<file path="src/rtl/fp_round_unit_if.sv">
// Operand/result bundle between the FP arithmetic units, the rounding stage and writeback.
// The master drives operands and samples results; the slave is the rounding stage.
interface fp_round_unit_if;
    logic        valid_i;
    logic [31:0] to_round_i;
    logic [2:0]  grs_i;
    logic [2:0]  round_mode_i;
    logic        overflow_i;
    logic        underflow_i;
    logic        invalid_op_i;
    logic [31:0] result_o;
    logic [4:0]  flags_o;
    logic        valid_o;
    logic        fu_state_o;

    modport master (
        output valid_i, to_round_i, grs_i, round_mode_i, overflow_i, underflow_i, invalid_op_i,
        input  result_o, flags_o, valid_o, fu_state_o
    );

    modport slave (
        input  valid_i, to_round_i, grs_i, round_mode_i, overflow_i, underflow_i, invalid_op_i,
        output result_o, flags_o, valid_o, fu_state_o
    );
endinterface

</file>
<file path="src/rtl/fp_round_unit.sv">
// Multi-cycle binary32 rounding stage: applies the RISC-V rounding mode, resolves
// carry/overflow and special values, and produces the final result with fflags.
module fp_round_unit #(
    parameter logic [31:0] CANO_NAN_VAL = 32'h7FC00000,
    parameter logic [30:0] MAX_FINITE   = 31'h7F7FFFFF
) (
    input  logic            clk_i,
    input  logic            rst_i,
    input  logic            clk_en_i,
    fp_round_unit_if.slave  bus
);
    localparam int unsigned EXP_W = 8;
    localparam int unsigned MAG_W = 31;

    localparam logic [2:0] RNE = 3'd0;
    localparam logic [2:0] RTZ = 3'd1;
    localparam logic [2:0] RDN = 3'd2;
    localparam logic [2:0] RUP = 3'd3;
    localparam logic [2:0] RMM = 3'd4;

    localparam logic [EXP_W-1:0] EXP_MAX = 8'hFF;
    localparam logic [31:0]      POS_INF = 32'h7F800000;

    typedef enum logic [1:0] {IDLE, ROUND, FIXUP, VALID} state_e;

    state_e           state_q, state_d;
    logic             sign_q;
    logic [MAG_W-1:0] mag_q;
    logic [2:0]       grs_q;
    logic [2:0]       mode_q;
    logic             of_q, uf_q, nv_q;
    logic [MAG_W-1:0] sum_q, sum_d;
    logic             nx_q, nx_d;
    logic [31:0]      result_q, result_d;
    logic [4:0]       flags_q, flags_d;

    logic             inc;
    logic             illegal_mode;
    logic [EXP_W-1:0] in_exp, sum_exp;
    logic [31:0]      ovf_res;

    // Next-state logic
    always_comb begin
        state_d = state_q;
        case (state_q)
            IDLE:    if (bus.valid_i) state_d = ROUND;
            ROUND:   state_d = FIXUP;
            FIXUP:   state_d = VALID;
            VALID:   state_d = IDLE;
            default: state_d = IDLE;
        endcase
    end

    // ROUND: increment decision and 31-bit add; mantissa carry ripples into the exponent
    always_comb begin
        inc = 1'b0;
        case (mode_q)
            RNE:     inc = grs_q[2] & (grs_q[1] | grs_q[0] | mag_q[0]);
            RTZ:     inc = 1'b0;
            RDN:     inc = sign_q & (|grs_q);
            RUP:     inc = ~sign_q & (|grs_q);
            RMM:     inc = grs_q[2];
            default: inc = 1'b0;
        endcase
        sum_d = mag_q + MAG_W'(inc);
        nx_d  = |grs_q;
    end

    // FIXUP: special values and overflow take priority over the rounded sum
    always_comb begin
        illegal_mode = (mode_q > RMM);
        in_exp       = mag_q[30:23];
        sum_exp      = sum_q[30:23];

        ovf_res = {sign_q, POS_INF[30:0]};
        case (mode_q)
            RTZ:     ovf_res = {sign_q, MAX_FINITE};
            RDN:     ovf_res = sign_q ? {1'b1, POS_INF[30:0]} : {1'b0, MAX_FINITE};
            RUP:     ovf_res = sign_q ? {1'b1, MAX_FINITE} : POS_INF;
            default: ovf_res = {sign_q, POS_INF[30:0]};
        endcase

        result_d = {sign_q, sum_q};
        flags_d  = {3'b000, uf_q | ((sum_exp == '0) & nx_q), nx_q};
        if (nv_q || illegal_mode) begin
            result_d = CANO_NAN_VAL;
            flags_d  = 5'b10000;
        end else if ((in_exp == EXP_MAX) && (mag_q[22:0] != '0)) begin
            result_d = CANO_NAN_VAL;
            flags_d  = 5'b00000;
        end else if (in_exp == EXP_MAX) begin
            result_d = {sign_q, mag_q};
            flags_d  = {2'b00, of_q, 2'b00};
        end else if ((sum_exp == EXP_MAX) || of_q) begin
            result_d = ovf_res;
            flags_d  = 5'b00101;
        end
    end

    always_ff @(posedge clk_i) begin
        if (rst_i) begin
            state_q  <= IDLE;
            sign_q   <= 1'b0;
            mag_q    <= '0;
            grs_q    <= '0;
            mode_q   <= '0;
            of_q     <= 1'b0;
            uf_q     <= 1'b0;
            nv_q     <= 1'b0;
            sum_q    <= '0;
            nx_q     <= 1'b0;
            result_q <= '0;
            flags_q  <= '0;
        end else if (clk_en_i) begin
            state_q <= state_d;
            if (state_q == IDLE && bus.valid_i) begin
                sign_q <= bus.to_round_i[31];
                mag_q  <= bus.to_round_i[30:0];
                grs_q  <= bus.grs_i;
                mode_q <= bus.round_mode_i;
                of_q   <= bus.overflow_i;
                uf_q   <= bus.underflow_i;
                nv_q   <= bus.invalid_op_i;
            end
            if (state_q == ROUND) begin
                sum_q <= sum_d;
                nx_q  <= nx_d;
            end
            if (state_q == FIXUP) begin
                result_q <= result_d;
                flags_q  <= flags_d;
            end
        end
    end

    assign bus.result_o   = result_q;
    assign bus.flags_o    = flags_q;
    assign bus.valid_o    = (state_q == VALID) & clk_en_i;
    assign bus.fu_state_o = (state_q != IDLE);
endmodule

</file>
<file path="src/flat_wrapper.sv">
// flat-port wrapper written by rule: the top's interface ports become plain ports
module fp_round_unit_flat 
#(
    parameter logic [31:0] CANO_NAN_VAL = 32'h7FC00000,
    parameter logic [30:0] MAX_FINITE   = 31'h7F7FFFFF
)
  (clk_i, rst_i, clk_en_i, bus_valid_i, bus_to_round_i, bus_grs_i, bus_round_mode_i, bus_overflow_i, bus_underflow_i, bus_invalid_op_i, bus_result_o, bus_flags_o, bus_valid_o, bus_fu_state_o);
  fp_round_unit_if bus_i ();
  input  logic clk_i;
  input  logic rst_i;
  input  logic clk_en_i;
  input wire logic [$bits(bus_i.valid_i)-1:0] bus_valid_i;
  input wire logic [$bits(bus_i.to_round_i)-1:0] bus_to_round_i;
  input wire logic [$bits(bus_i.grs_i)-1:0] bus_grs_i;
  input wire logic [$bits(bus_i.round_mode_i)-1:0] bus_round_mode_i;
  input wire logic [$bits(bus_i.overflow_i)-1:0] bus_overflow_i;
  input wire logic [$bits(bus_i.underflow_i)-1:0] bus_underflow_i;
  input wire logic [$bits(bus_i.invalid_op_i)-1:0] bus_invalid_op_i;
  output wire logic [$bits(bus_i.result_o)-1:0] bus_result_o;
  output wire logic [$bits(bus_i.flags_o)-1:0] bus_flags_o;
  output wire logic [$bits(bus_i.valid_o)-1:0] bus_valid_o;
  output wire logic [$bits(bus_i.fu_state_o)-1:0] bus_fu_state_o;
  assign bus_i.valid_i = bus_valid_i;
  assign bus_i.to_round_i = bus_to_round_i;
  assign bus_i.grs_i = bus_grs_i;
  assign bus_i.round_mode_i = bus_round_mode_i;
  assign bus_i.overflow_i = bus_overflow_i;
  assign bus_i.underflow_i = bus_underflow_i;
  assign bus_i.invalid_op_i = bus_invalid_op_i;
  assign bus_result_o = bus_i.result_o;
  assign bus_flags_o = bus_i.flags_o;
  assign bus_valid_o = bus_i.valid_o;
  assign bus_fu_state_o = bus_i.fu_state_o;
  fp_round_unit #(.CANO_NAN_VAL(CANO_NAN_VAL), .MAX_FINITE(MAX_FINITE)) u_core (.clk_i(clk_i), .rst_i(rst_i), .clk_en_i(clk_en_i), .bus(bus_i));
endmodule
</file>
<file path="config.mk">
export PLATFORM = sky130hd
export DESIGN_NAME = fp_round_unit_flat
export DESIGN_NICKNAME = d
export VERILOG_FILES = /design/src/rtl/fp_round_unit_if.sv /design/src/rtl/fp_round_unit.sv /design/src/flat_wrapper.sv
export SDC_FILE = /design/constraint.sdc
export NUM_CORES = 1
export LEC_CHECK = 0
export ABC_AREA = 1
export CORE_UTILIZATION = 26
export DETAILED_ROUTE_END_ITERATION = 10
export GPL_TIMING_DRIVEN = 1
export PLACE_DENSITY_LB_ADDON = 0.3
export REMOVE_ABC_BUFFERS = 1
export SETUP_SLACK_MARGIN = 0.2
export SYNTH_ARGS = -nofsm -noshare
export SYNTH_HDL_FRONTEND = slang
export SYNTH_SLANG_ARGS = --single-unit
export TNS_END_PERCENT = 10
</file>
<file path="constraint.sdc">
create_clock -name clk_i -period 2.2 [get_ports clk_i]
set_input_delay 0.44 -clock clk_i [delete_from_list [all_inputs] [get_ports clk_i]]
set_output_delay 0.44 -clock clk_i [all_outputs]
set_load 0.01 [all_outputs]
</file>
==> results.yml, run 1 <==
placed_design:
  hpwlAfterDp_um: 12200
  port_buffers: 82
  gp_congestion: 0.906
  placed_cell_area_um2: 6790
cells_and_area:
  register_area_um2: 2230
  drive_above_1_share_pct: 12.4
  antenna_cells: 0
  finalInstanceArea_um2: 7260
  final_cell_mix: "nand2_1, dfxtp_1, a21oi_1"
  nets: 943
  multi_input_area_um2: 2870
  syn_to_final_growth_pct: 31.1
  fin_util_pct: 34.6
  nFillCells: 2337
  layout_commonest_cell: "nand2_1"
global_routing:
  grt_pass1_vias: 4979
  grt_max_degree: 67
  antenna_found_initial: 0
  track_usage_pct: 15.6
  grt_pass1_wl_um: 26600
  grt.overflow.total: 0
worst_setup_path:
  cp.buffers_inverters: 2
  crit_required_ns: 2.51
  critical_path.endpoint_type: "flop"
  cp_top_family: "adder cells"
  cp_slowest_cell: "dfxtp_2"
  crit_type: "flop to flop"
  cp_data_arrival_time_ns: 2.52
  max_stage_delay_ns: 0.32
  path_cells: "inv_2 -> nor3_2 -> ha_1 -> nand2_2 -> o32ai_2 -> ha_2 -> ha_4 -> nand2_4 -> nor2_4 -> nand2_4 -> nor2_4 -> xor2_1 -> o21ai_1 -> inv_1"
  critPathMaxFanout: 5
  startpoint_type: "flop"
timing:
  setup_viol: 2
  rsz0062_at_grt: "true"
  min_period_ns: 2.21
  clock.fmax_mhz: 453
  slew_viol_final: 0
  fin_crit_sh_pct: 100
  timing.final.hold_violations: 0
  skew_ns: 0.00974
  setup_ws_ns: -0.00859
drt:
  route.detailed.drc: 0
  drt_iter0_drc: 285
  ant_nets: 0
  avgViaCountPerCell: 4.53
  dr.pass1.iters: 4
  vias: 5295
  detail_route.wl_per_cell_um: 14.1
  wl_um: 16500
clocking:
  cts-root-buf: "clkbuf_16"
  clkSinkCount: 111
  numCtsBuffers: 9
  cts_tree: "done"
  clock_latency_ns: 0.36
  htree_levels: 3
  clk_pin_slew_worst_paths_ns: 0.08
  holdBufCountCts: 0
  clockBufferDepth: 2
pwr:
  max-vdd-ir-drop_uv: 327
  p_leak_nw: 2.84
  power_density_nw_per_um2: 661
yosys:
  synth_warnings: 0
  syn_inst: 808
  synth_ff_type: "dfxtp_1"
  synthAdderAreaFrac_pct: 1.81
  yosysUniqueCellTypes: 33
  synth.yosys.seq_area_share_pct: 40.1
  synth-compound-area-share_pct: 16.7
  synth_area_um2: 5540
  syn_avg_cell_area_um2: 6.86
  synth-xor-area-share_pct: 1.26
  synthMuxAreaShare_pct: 0
  synthArstFlopShare_pct: 0
  synth_top_family_by_area: "simple AND/OR/NAND/NOR gates"
  synth-simple-area-share_pct: 29.7
  synth_seq_cells: 111
  synth_edf_count: 0
die:
  dieWidth_um: 148
  ios: 84
  fp-row-count: 53
  coreArea_um2: 21000
  start_util_pct: 26.4
  dieArea_um2: 21900
  die_y_um: 148
run_status:
  violations: "setup timing"
  status: "finished with violations"
job:
  drv_cap: 0
min_path:
  hold_path_class: "flop to flop"
-- power breakdown --
group | internal [mW] | total (mW) | switching (mW)
Clock | 1.03 | 1.80 | 0.774
Combinational | 0.315 | 0.737 | 0.422
Sequential | 2.14 | 2.26 | 0.121
-- sequential cells by signal (all words and copies together) (netlist names) --
signal	count
u_core.mode_q	3
u_core.uf_q	1
u_core.sum_q	31
u_core.bus.flags_o	4
u_core.of_q	1
u_core.nx_q	1
u_core.grs_q	3
u_core.sign_q	1
u_core.bus.result_o	32
u_core.mag_q	31
u_core.nv_q	1
u_core.state_q	2
-- tightest hold or removal path, cell delays in order, from the launching register on --
cell and delay, ns:
dfxtp_1 0.31, inv_1 0.05, a21oi_1 0.05
-- cells by family after synthesis --
| group | count (synthesis) |
|---|---|
| buf+inv | 144 |
| xor+xnor | 8 |
| compound gates | 178 |
| other cells | 1 |
| flops | 111 |
| fa+ha+maj | 8 |
| simple gates | 358 |
-- final timing paths --
path / slack (ns) / from / end / depth (start not counted)
max: -0.009 / u_core.mode_q[1]$_SDFFE_PP0P_ / u_core.sum_q[12]$_SDFFE_PP0P_ / 14
min: 0.45 / u_core.grs_q[1]$_SDFFE_PP0P_ / u_core.grs_q[1]$_SDFFE_PP0P_ / 2
max reg2reg: -0.009 / u_core.mode_q[1]$_SDFFE_PP0P_ / u_core.sum_q[12]$_SDFFE_PP0P_ / 14
min reg2reg: 0.45 / u_core.grs_q[1]$_SDFFE_PP0P_ / u_core.grs_q[1]$_SDFFE_PP0P_ / 2
-- layer usage --
layer,wire length [um],vias up,global-route usage (%)
li1,-,2817,-
met1,8340,2367,22.1
met2,7300,99,24.0
met3,654,12,2.75
met4,211,0,4.28
met5,0,-,0
-- through the flow --
step | power [mW] | setup TNS [ns] | worst slack (ns) | cells | hold WS [ns]
6_report | 4.80 | -0.0134 | -0.00859 | 1170 | 0.447
4_1_cts | 4.84 | 0 | 0.00461 | 1169 | 0.451
3_5_place_dp | 3.03 | -0.137 | -0.0389 | 1151 | 0.440
3_3_place_gp | 3.03 | -0.0743 | -0.0284 | 1151 | 0.436
2_1_floorplan | 2.67 | -12.04 | -0.292 | 767 | 0.425
5_1_grt | 5.04 | -1.07 | -0.128 | 1170 | 0.465
-- synthesized netlist by cell type (2+ instances only) --
master,number,share of area [%]
nand3_1,67,6.1
buf_2,9,0.81
inv_1,88,6.0
nor2_4,3,0.61
dfxtp_1,111,40
nand2_2,19,2.1
xor2_1,8,1.3
clkbuf_1,26,1.8
ha_1,8,1.8
nand4_1,32,3.6
buf_6,2,0.41
buf_1,3,0.20
nor3_1,11,0.99
nand2_1,143,9.7
inv_2,12,0.81
nor3_2,2,0.36
a21oi_1,90,8.1
o21ai_1,9,0.81
o211ai_1,7,0.95
o21ai_0,68,6.1
nor2_1,72,4.9
nor2_2,5,0.56
clkinv_1,3,0.20
-- final cells by class --
type	count	area share, %
inverters	103	5.33
flip-flops and latches	111	30.7
clock buffers	11	3.34
well taps	275	4.74
clock inverters	5	1.12
repair buffers	112	15.3
multi-input cells	553	39.5
-- repair_timing --
item                                    in CTS  in global routing
resized for setup                           12                 23
setup buffers                                2                  1
endpoints found under the setup margin      24                 30
cloned                                       0                  0
pin swaps                                    4                  7
Power figures use the tool's default switching activity.
==> inputs of run 2 (changes only) <==
- CAP_MARGIN: default -> 20
- clock period: 2.2 -> 2.75 ns (I/O delays scaled with it)
==> results.yml, run 2 (synthesized netlist as in run 1, its figures left out) <==
min_path:
  hold_path_class: "flop to flop"
  min_to: "u_core.grs_q[0]$_SDFFE_PP0P_"
  min-delay-start: "u_core.grs_q[0]$_SDFFE_PP0P_"
  hold_path_depth: 2
clocking:
  clk_pin_slew_worst_paths_ns: 0.07
  clockBufferDepth: 2
  htree_levels: 3
  clkSinkCount: 111
  clock_latency_ns: 0.36
  cts-root-buf: "clkbuf_16"
  cts_tree: "done"
  numCtsBuffers: 9
die:
  die_y_um: 148
  coreArea_um2: 21000
  start_util_pct: 26.4
  fp-row-count: 53
  ios: 84
  dieWidth_um: 148
  dieArea_um2: 21900
pwr:
  p_switching_mw: 1.03
  p_leak_nw: 2.65
  switching_share_pct: 27.1
  clockPowerShare_pct: 37.8
  max-vdd-ir-drop_uv: 201
  power_density_nw_per_um2: 543
  combPwrFrac_pct: 14.6
  p_seq_share_pct: 47.6
  p_int_mw: 2.76
cells_and_area:
  antenna_cells: 0
  layout_commonest_cell: "nand2_1"
  finalInstanceArea_um2: 6970
  drive_above_1_share_pct: 8.35
  nets: 923
  final_cell_mix: "nand2_1, dfxtp_1, a21oi_1"
  largest_reg_flops: 32
  multi_input_area_um2: 2760
  nFillCells: 2324
  syn_to_final_growth_pct: 25.8
  fin_cells: 1149
  fin_util_pct: 33.3
  register_area_um2: 2220
worst_setup_path:
  critical_path.endpoint_type: "flop"
  critPathMaxFanout: 6
  cp_data_arrival_time_ns: 2.61
  startpoint_type: "flop"
  r2r_slack_ns: 0.39
  crit_required_ns: 3.01
  r2r_cells: 15
  timing.rr.end: "u_core.sum_q[30]$_SDFFE_PP0P_"
  r2r-start: "u_core.mode_q[2]$_SDFFE_PP0P_"
  crit_type: "flop to flop"
timing:
  rsz0062_at_grt: "true"
  timing.final.hold_violations: 0
  max-slew-margin-rel_pct: 65.9
  setup_ws_ns: 0.395
  fin_crit_sh_pct: 85.6
  slew_viol_final: 0
  setup_viol: 0
  skew_ns: 0.0104
  fin_setup_tns_ns: 0
  worst_pin_slew_ns: 0.512
  min_period_ns: 2.36
  clock.fmax_mhz: 425
global_routing:
  grt_pass1_vias: 4884
  track_usage_pct: 15.1
  grt_pass1_wl_um: 26000
  grt.overflow.total: 0
  antenna_found_initial: 0
  grt_max_degree: 83
drt:
  avgViaCountPerCell: 4.53
  drt_iter0_drc: 302
  vias: 5200
  detail_route.wl_per_cell_um: 13.9
  route.detailed.drc: 0
  wl_um: 16000
  dr.pass1.iters: 4
  ant_nets: 0
placed_design:
  pre_cts_ws_ns: 0.268
  hpwlAfterDp_um: 11800
  port_buffers: 82
  placed_cell_area_um2: 6640
  dp.cells: 1134
  gp_congestion: 0.893
job:
  drv_cap: 0
run_status:
  status: "finished, final reports clean"
[run 2: critical path: stages (launching register included)]
cell     delay, ns
dfxtp_2       0.41
nor3_1        0.08
ha_1          0.27
nand2_1       0.05
o32ai_1       0.13
ha_2          0.27
ha_1          0.18
nand2_2       0.08
nor2_4        0.18
nand2_1       0.16
nor2_4        0.17
nand2_1       0.07
nand2_1       0.05
nand3_1       0.06
nand2_1       0.07
inv_1         0.04
[run 2: power by group through the flow]
stage	clock network, mW	logic, mW	registers [mW]
global route	1.53	0.629	1.82
detailed placement	0	0.557	1.84
global placement	0	0.552	1.84
floorplan	0	0.320	1.81
CTS	1.47	0.560	1.80
finish	1.43	0.551	1.80
[run 2: worst max-delay path by stage]
stage	start	endpoint	slack, ns	cells past startpoint
after global placement	u_core.mode_q[2]$_SDFFE_PP0P_	u_core.sum_q[30]$_SDFFE_PP0P_	0.30	15
after floorplan	u_core.state_q[0]$_SDFFE_PP0P_	u_core.grs_q[0]$_SDFFE_PP0P_	0.26	5
after detailed placement	u_core.mode_q[2]$_SDFFE_PP0P_	u_core.sum_q[30]$_SDFFE_PP0P_	0.27	15
after CTS	u_core.mode_q[2]$_SDFFE_PP0P_	u_core.sum_q[30]$_SDFFE_PP0P_	0.25	15
after global routing	u_core.mode_q[0]$_SDFFE_PP0P_	u_core.sum_q[30]$_SDFFE_PP0P_	0.19	16
final	u_core.mode_q[2]$_SDFFE_PP0P_	u_core.sum_q[30]$_SDFFE_PP0P_	0.39	15
[run 2: through the flow]
| step | hold WS, ns | power [mW] |
|---|---|---|
| floorplan | 0.425 | 2.13 |
| global placement | 0.436 | 2.39 |
| detailed placement | 0.442 | 2.40 |
| CTS | 0.453 | 3.83 |
| global route | 0.483 | 3.98 |
| finish | 0.448 | 3.79 |
[run 2: metal layers]
metal	vias up	part of all wire [%]	global-route usage [%]
met3	21	4.3	2.31
met4	0	2.5	6.49
met2	112	43	22.4
li1	2758	-	-
met1	2309	50	21.5
met5	-	0	0
[run 2: what timing repair did]
action	4_1_cts	5_1_grt
hold buffers	0	0
setup endpoints to repair	0	9
buffers inserted	0	0
endpoints found under the hold margin	0	0
gates resized for setup	0	3
[run 2: cell type report]
class	instances	area share [%]
clock buffers	10	3.43
multi-input cells	553	39.6
well taps	275	4.94
flip-flops and latches	111	31.9
repair buffers	92	13.4
clock inverters	5	1.19
inverters	103	5.55
==> inputs of run 3 (changes only) <==
- CORE_UTILIZATION: 26 -> 58
- SLEW_MARGIN: default -> 10
==> results.yml, run 3 (synthesized netlist as in run 1, its figures left out) <==
worst_setup_path:
  crit_type: "flop to flop"
  cp_data_arrival_time_ns: 2.74
  crit_required_ns: 3.07
  critical_path.endpoint_type: "flop"
  startpoint_type: "flop"
  critPathMaxFanout: 6
global_routing:
  grt_max_degree: 83
  grt_pass1_vias: 5099
  antenna_found_initial: 0
  grt_pass1_wl_um: 24600
  grt.overflow.total: 0
  track_usage_pct: 31.7
die:
  fp-row-count: 35
  start_util_pct: 59.9
  ios: 84
  dieArea_um2: 9950
  dieWidth_um: 99.7
  die_y_um: 99.7
  coreArea_um2: 9240
drt:
  avgViaCountPerCell: 5.51
  dr.pass1.iters: 5
  drt_iter0_drc: 308
  wl_um: 15400
  vias: 5552
  route.detailed.drc: 0
  detail_route.wl_per_cell_um: 15.2
  ant_nets: 0
min_path:
  hold_path_class: "flop to flop"
placed_design:
  port_buffers: 82
  hpwlAfterDp_um: 11000
  pre_cts_ws_ns: 0.218
  gp_congestion: 0.929
  placed_cell_area_um2: 6430
timing:
  skew_ns: 0.0175
  slew_viol_final: 0
  worst_pin_slew_ns: 0.730
  setup_viol: 0
  min_period_ns: 2.43
  clock.fmax_mhz: 412
  fin_setup_tns_ns: 0
  setup_ws_ns: 0.325
  max-slew-margin-rel_pct: 51.3
  rsz0062_at_grt: "true"
  timing.final.hold_violations: 0
  fin_crit_sh_pct: 88.2
clocking:
  clkSinkCount: 111
  clockBufferDepth: 2
  cts-root-buf: "clkbuf_8"
  clk_pin_slew_worst_paths_ns: 0.11
  cts_tree: "done"
  clock_latency_ns: 0.37
  numCtsBuffers: 9
  htree_levels: 3
cells_and_area:
  final_cell_mix: "nand2_1, dfxtp_1, a21oi_1"
  drive_above_1_share_pct: 9.44
  layout_commonest_cell: "nand2_1"
  nets: 927
  finalInstanceArea_um2: 6680
  antenna_cells: 0
  syn_to_final_growth_pct: 20.6
  largest_reg_flops: 32
job:
  drv_cap: 0
pwr:
  p_leak_nw: 2.59
  max-vdd-ir-drop_uv: 317
  power_density_nw_per_um2: 500
run_status:
  status: "finished, final reports clean"
[run 3: cell types whose count changed in the layout (fill, tap and decap cells not counted), moves of 2 or more]
| cell | change |
|---|---|
| buf_12 | -2 |
| buf_4 | +6 |
| bufinv_16 | -2 |
| clkbuf_16 | -9 |
| clkbuf_8 | +10 |
| clkinv_4 | -2 |
| clkinvlp_4 | +2 |
[run 3: timing repair]
| action | in CTS | in global routing |
|---|---|---|
| resized for setup | 1 | 7 |
| gates cloned | 0 | 0 |
| hold buffers | 0 | 0 |
| setup buffers | 0 | 4 |
| endpoints found under the setup margin | 2 | 10 |
| pin swaps | 0 | 2 |
[run 3: where the power goes]
group          internal, mW  switching (mW)  total [mW]
logic                 0.227           0.334       0.561
registers              1.71          0.0918        1.80
clock network         0.389           0.589       0.978
total                  2.32            1.01        3.34
[run 3: critical path, cell delays in order, from the launching register on]
cell	delay, ns
dfxtp_1	0.34
inv_2	0.12
nor3_2	0.05
ha_1	0.27
nand2_1	0.08
o32ai_2	0.12
ha_2	0.24
ha_2	0.21
nand2_2	0.09
nor2_4	0.22
nand2_2	0.15
nor2_4	0.15
inv_2	0.05
o21ai_1	0.11
nand2_1	0.06
a21oi_1	0.11
[run 3: area by class of cell]
type                            count  area (um^2)
Multi-Input combinational cell    553         2780
Fill cell                         765         2560
Timing Repair Buffer               96          938
Sequential cell                   111         2220
Inverter                          103          387
Clock buffer                       11          151
Tap cell                          129          161
Clock inverter                      5         40.0
[run 3: through the flow]
step                      std cells  hold slack [ns]  power [mW]  utilization, %
after floorplan                 767            0.425        2.13               -
after global placement          988            0.433        2.36            69.6
after CTS                      1004            0.454        3.33            71.7
after global routing           1008            0.473        3.48            72.3
after detailed placement        988            0.437        2.38            69.6
final                          1008            0.453        3.34            72.3
[run 3: path summary, 6_finish.rpt]
kind,startpoint,endpoint,slack (ns),cells after the start
setup reg to reg,u_core.mode_q[1]$_SDFFE_PP0P_,u_core.sum_q[18]$_SDFFE_PP0P_,0.32,15
hold reg to reg,u_core.grs_q[0]$_SDFFE_PP0P_,u_core.grs_q[0]$_SDFFE_PP0P_,0.45,2
hold / removal,u_core.grs_q[0]$_SDFFE_PP0P_,u_core.grs_q[0]$_SDFFE_PP0P_,0.45,2
setup / recovery,u_core.mode_q[1]$_SDFFE_PP0P_,u_core.sum_q[18]$_SDFFE_PP0P_,0.32,15
[run 3: metal layers]
| layer | share of wire (%) | global-route usage (%) | up-vias |
|---|---|---|---|
| met5 | 0 | 0 | - |
| met2 | 46 | 51.4 | 241 |
| li1 | - | - | 2775 |
| met4 | 1.7 | 9.62 | 0 |
| met3 | 8.5 | 5.76 | 26 |
| met1 | 44 | 42.9 | 2510 |
==> edit: new RTL, settings of run 1 <==
Re-encode `state_e` (4 states) as one-hot, 4 bits wide.
--- a/src/rtl/fp_round_unit.sv
+++ b/src/rtl/fp_round_unit.sv
@@ -22,5 +22,5 @@
     localparam logic [31:0]      POS_INF = 32'h7F800000;
 
-    typedef enum logic [1:0] {IDLE, ROUND, FIXUP, VALID} state_e;
+    typedef enum logic [3:0] {IDLE = 4'b0001, ROUND = 4'b0010, FIXUP = 4'b0100, VALID = 4'b1000} state_e;
 
     state_e           state_q, state_d;
Function: no difference found for any inputs over 4 cycles, from zero or initial values and one cycle with rst_i high; so few cycles prove little.
==> edit against run 1 <==
Worst setup slack improved by 0.15 ns; total power is 11% higher; global-route usage rose by 0.095 points; critical endpoint is now u_core.sum_q[13]$_SDFFE_PP0P_; final area up 2.5%; sequential cell count is 2 higher; via count grew 2.6%; combinational power is 26% lower; count of clock-buffer cells in the layout grew 12; critical path depth increased by 1; synthesized area up 0.52%; wire length down 0.38%.
==> edit: results (changes against run 1) <==
* CTS Root Cell: clkbuf_16
* Synth area leaders: dfxtp_1 41%, nand2_1 12%, a21oi_1 8.3%
* Post-Synth XOR/XNOR Area at 1.10% (-0.16 points)
* Worst r2r path cells at 15 (+1)
* Crit path max-delay family: simple AND/OR/NAND/NOR gates
* Leak pwr at 2.85 nW (+0.33%)
* Area share of fa/ha/maj cells after synthesis at 0.674% (-1.1 points)
* CTS sink count at 113 (+1.8%)
* H-tree depth at 4 (+1)
* Post-Route WL at 16400 um (-0.38%)
* Final Non-Filler Cells at 1188 (+1.5%)
* Pin count of the biggest net entering global routing at 68 (+1.5%)
* GPL Wtd Cong at 0.833 (-8.0%)
* Number of buffers created by CTS at 17 (+8)
* Clkbuf count at 23 (+12)
* CP Data Arrival Time at 2.37 ns (-0.15 ns)
* Synth top cells by count: 179 x nand2_1, 113 x dfxtp_1, 92 x a21oi_1
* Critical Path Max Stage Delay at 0.33 ns
* Starting DRT DRC Count at 326 (+14%)
* Clock latency on the worst-skew pair at 0.42 ns (+0.06 ns)
* Non-clock buffering overhead at 15.0% (-0.32 points)
* Largest fanout on the critical path at 3 (-2)
* Part of the Yosys area used for sequential elements at 40.6% (+0.51 points)
* Vias per Instance at 4.57 (+1.1%)
* Syn Inst Count at 809 (+0.12%)
* Post-CTS Setup Bufs at 1 (-1)
* Layout cells sized above 1 at 11.5% (-0.90 points)
* First-pass GRT wire length at 26600 um (-0.13%)
* CTS resizes at 20 (+8)
* Area post-placement at 0.00677 mm2 (-0.29%)
* Maximum VDD drop at 0.588 mV (+80%)
* Number of flip-flops under the largest register name at 32 (unchanged)
* Status: complete, no violations
* Complex-gate fraction of the synthesized area at 17.0% (+0.25 points)
* Signal inverters at 88 (-15%)
* Mean area per synthesized cell at 6.88 um2 (+0.40%)
* GR Util All Layers at 15.7% (+0.095 points)
* Final Net Count at 948 (+0.53%)
* Nonclk buf count at 115 (+2.7%)
* Clock Path Buffers at 2 (unchanged)
* Slowest stage cell, crit path: dfxtp_1
* PortBufs at 82 (unchanged)
* Area occupied by multi-input gates at 0.00283 mm2 (-1.1%)
* Layout fillers at 2276 (-2.6%)
* Pwr dens at 715 mW/mm2 (+8.2%)
* Register Area at 0.00226 mm2 (+1.7%)
* Comb_multi_in at 565 (+2.2%)
* Clock-cell share at 7.42% (+3.0 points)
* Place WS at -0.0294 ns (+0.00959 ns)
* Post-DP HPWL at 12400 um (+1.5%)
* Clock Skew at 0.00813 ns (-0.00161 ns)
* Diodes inserted at 0 (unchanged)
* Hold crit path type: reg -> reg
* Clk pin slew, worst setup/hold paths at 0.05 ns (-0.03 ns)
* Count of cell types in the netlist at 34 (+3.0%)
* Vias in the first global route at 5007 (+0.56%)
[edit: worst paths after layout]
check	start	endpoint	slack [ns]
worst max register to register	u_core.mode_q[0]$_SDFFE_PP0P_	u_core.sum_q[13]$_SDFFE_PP0P_	0.15
worst max-delay path	u_core.mode_q[0]$_SDFFE_PP0P_	u_core.sum_q[13]$_SDFFE_PP0P_	0.15
worst min-delay path	u_core.grs_q[1]$_SDFFE_PP0P_	u_core.grs_q[1]$_SDFFE_PP0P_	0.46
worst min register to register	u_core.grs_q[1]$_SDFFE_PP0P_	u_core.grs_q[1]$_SDFFE_PP0P_	0.46
[edit: per-layer routing]
metal	GRT usage [%]	part of all wire, %
met3	3.31	3.5
met1	21.8	51
met4	5.72	1.4
met2	23.7	44
met5	0	0
[edit: power breakdown]
group	total (W)	internal (W)	switching, W	leakage (nW)
sequential	0.00221	0.00213	0.0000784	0.917
clock	0.00257	0.00160	0.000966	0.259
combinational	0.000544	0.000228	0.000316	1.68
total	0.00532	0.00396	0.00136	2.85
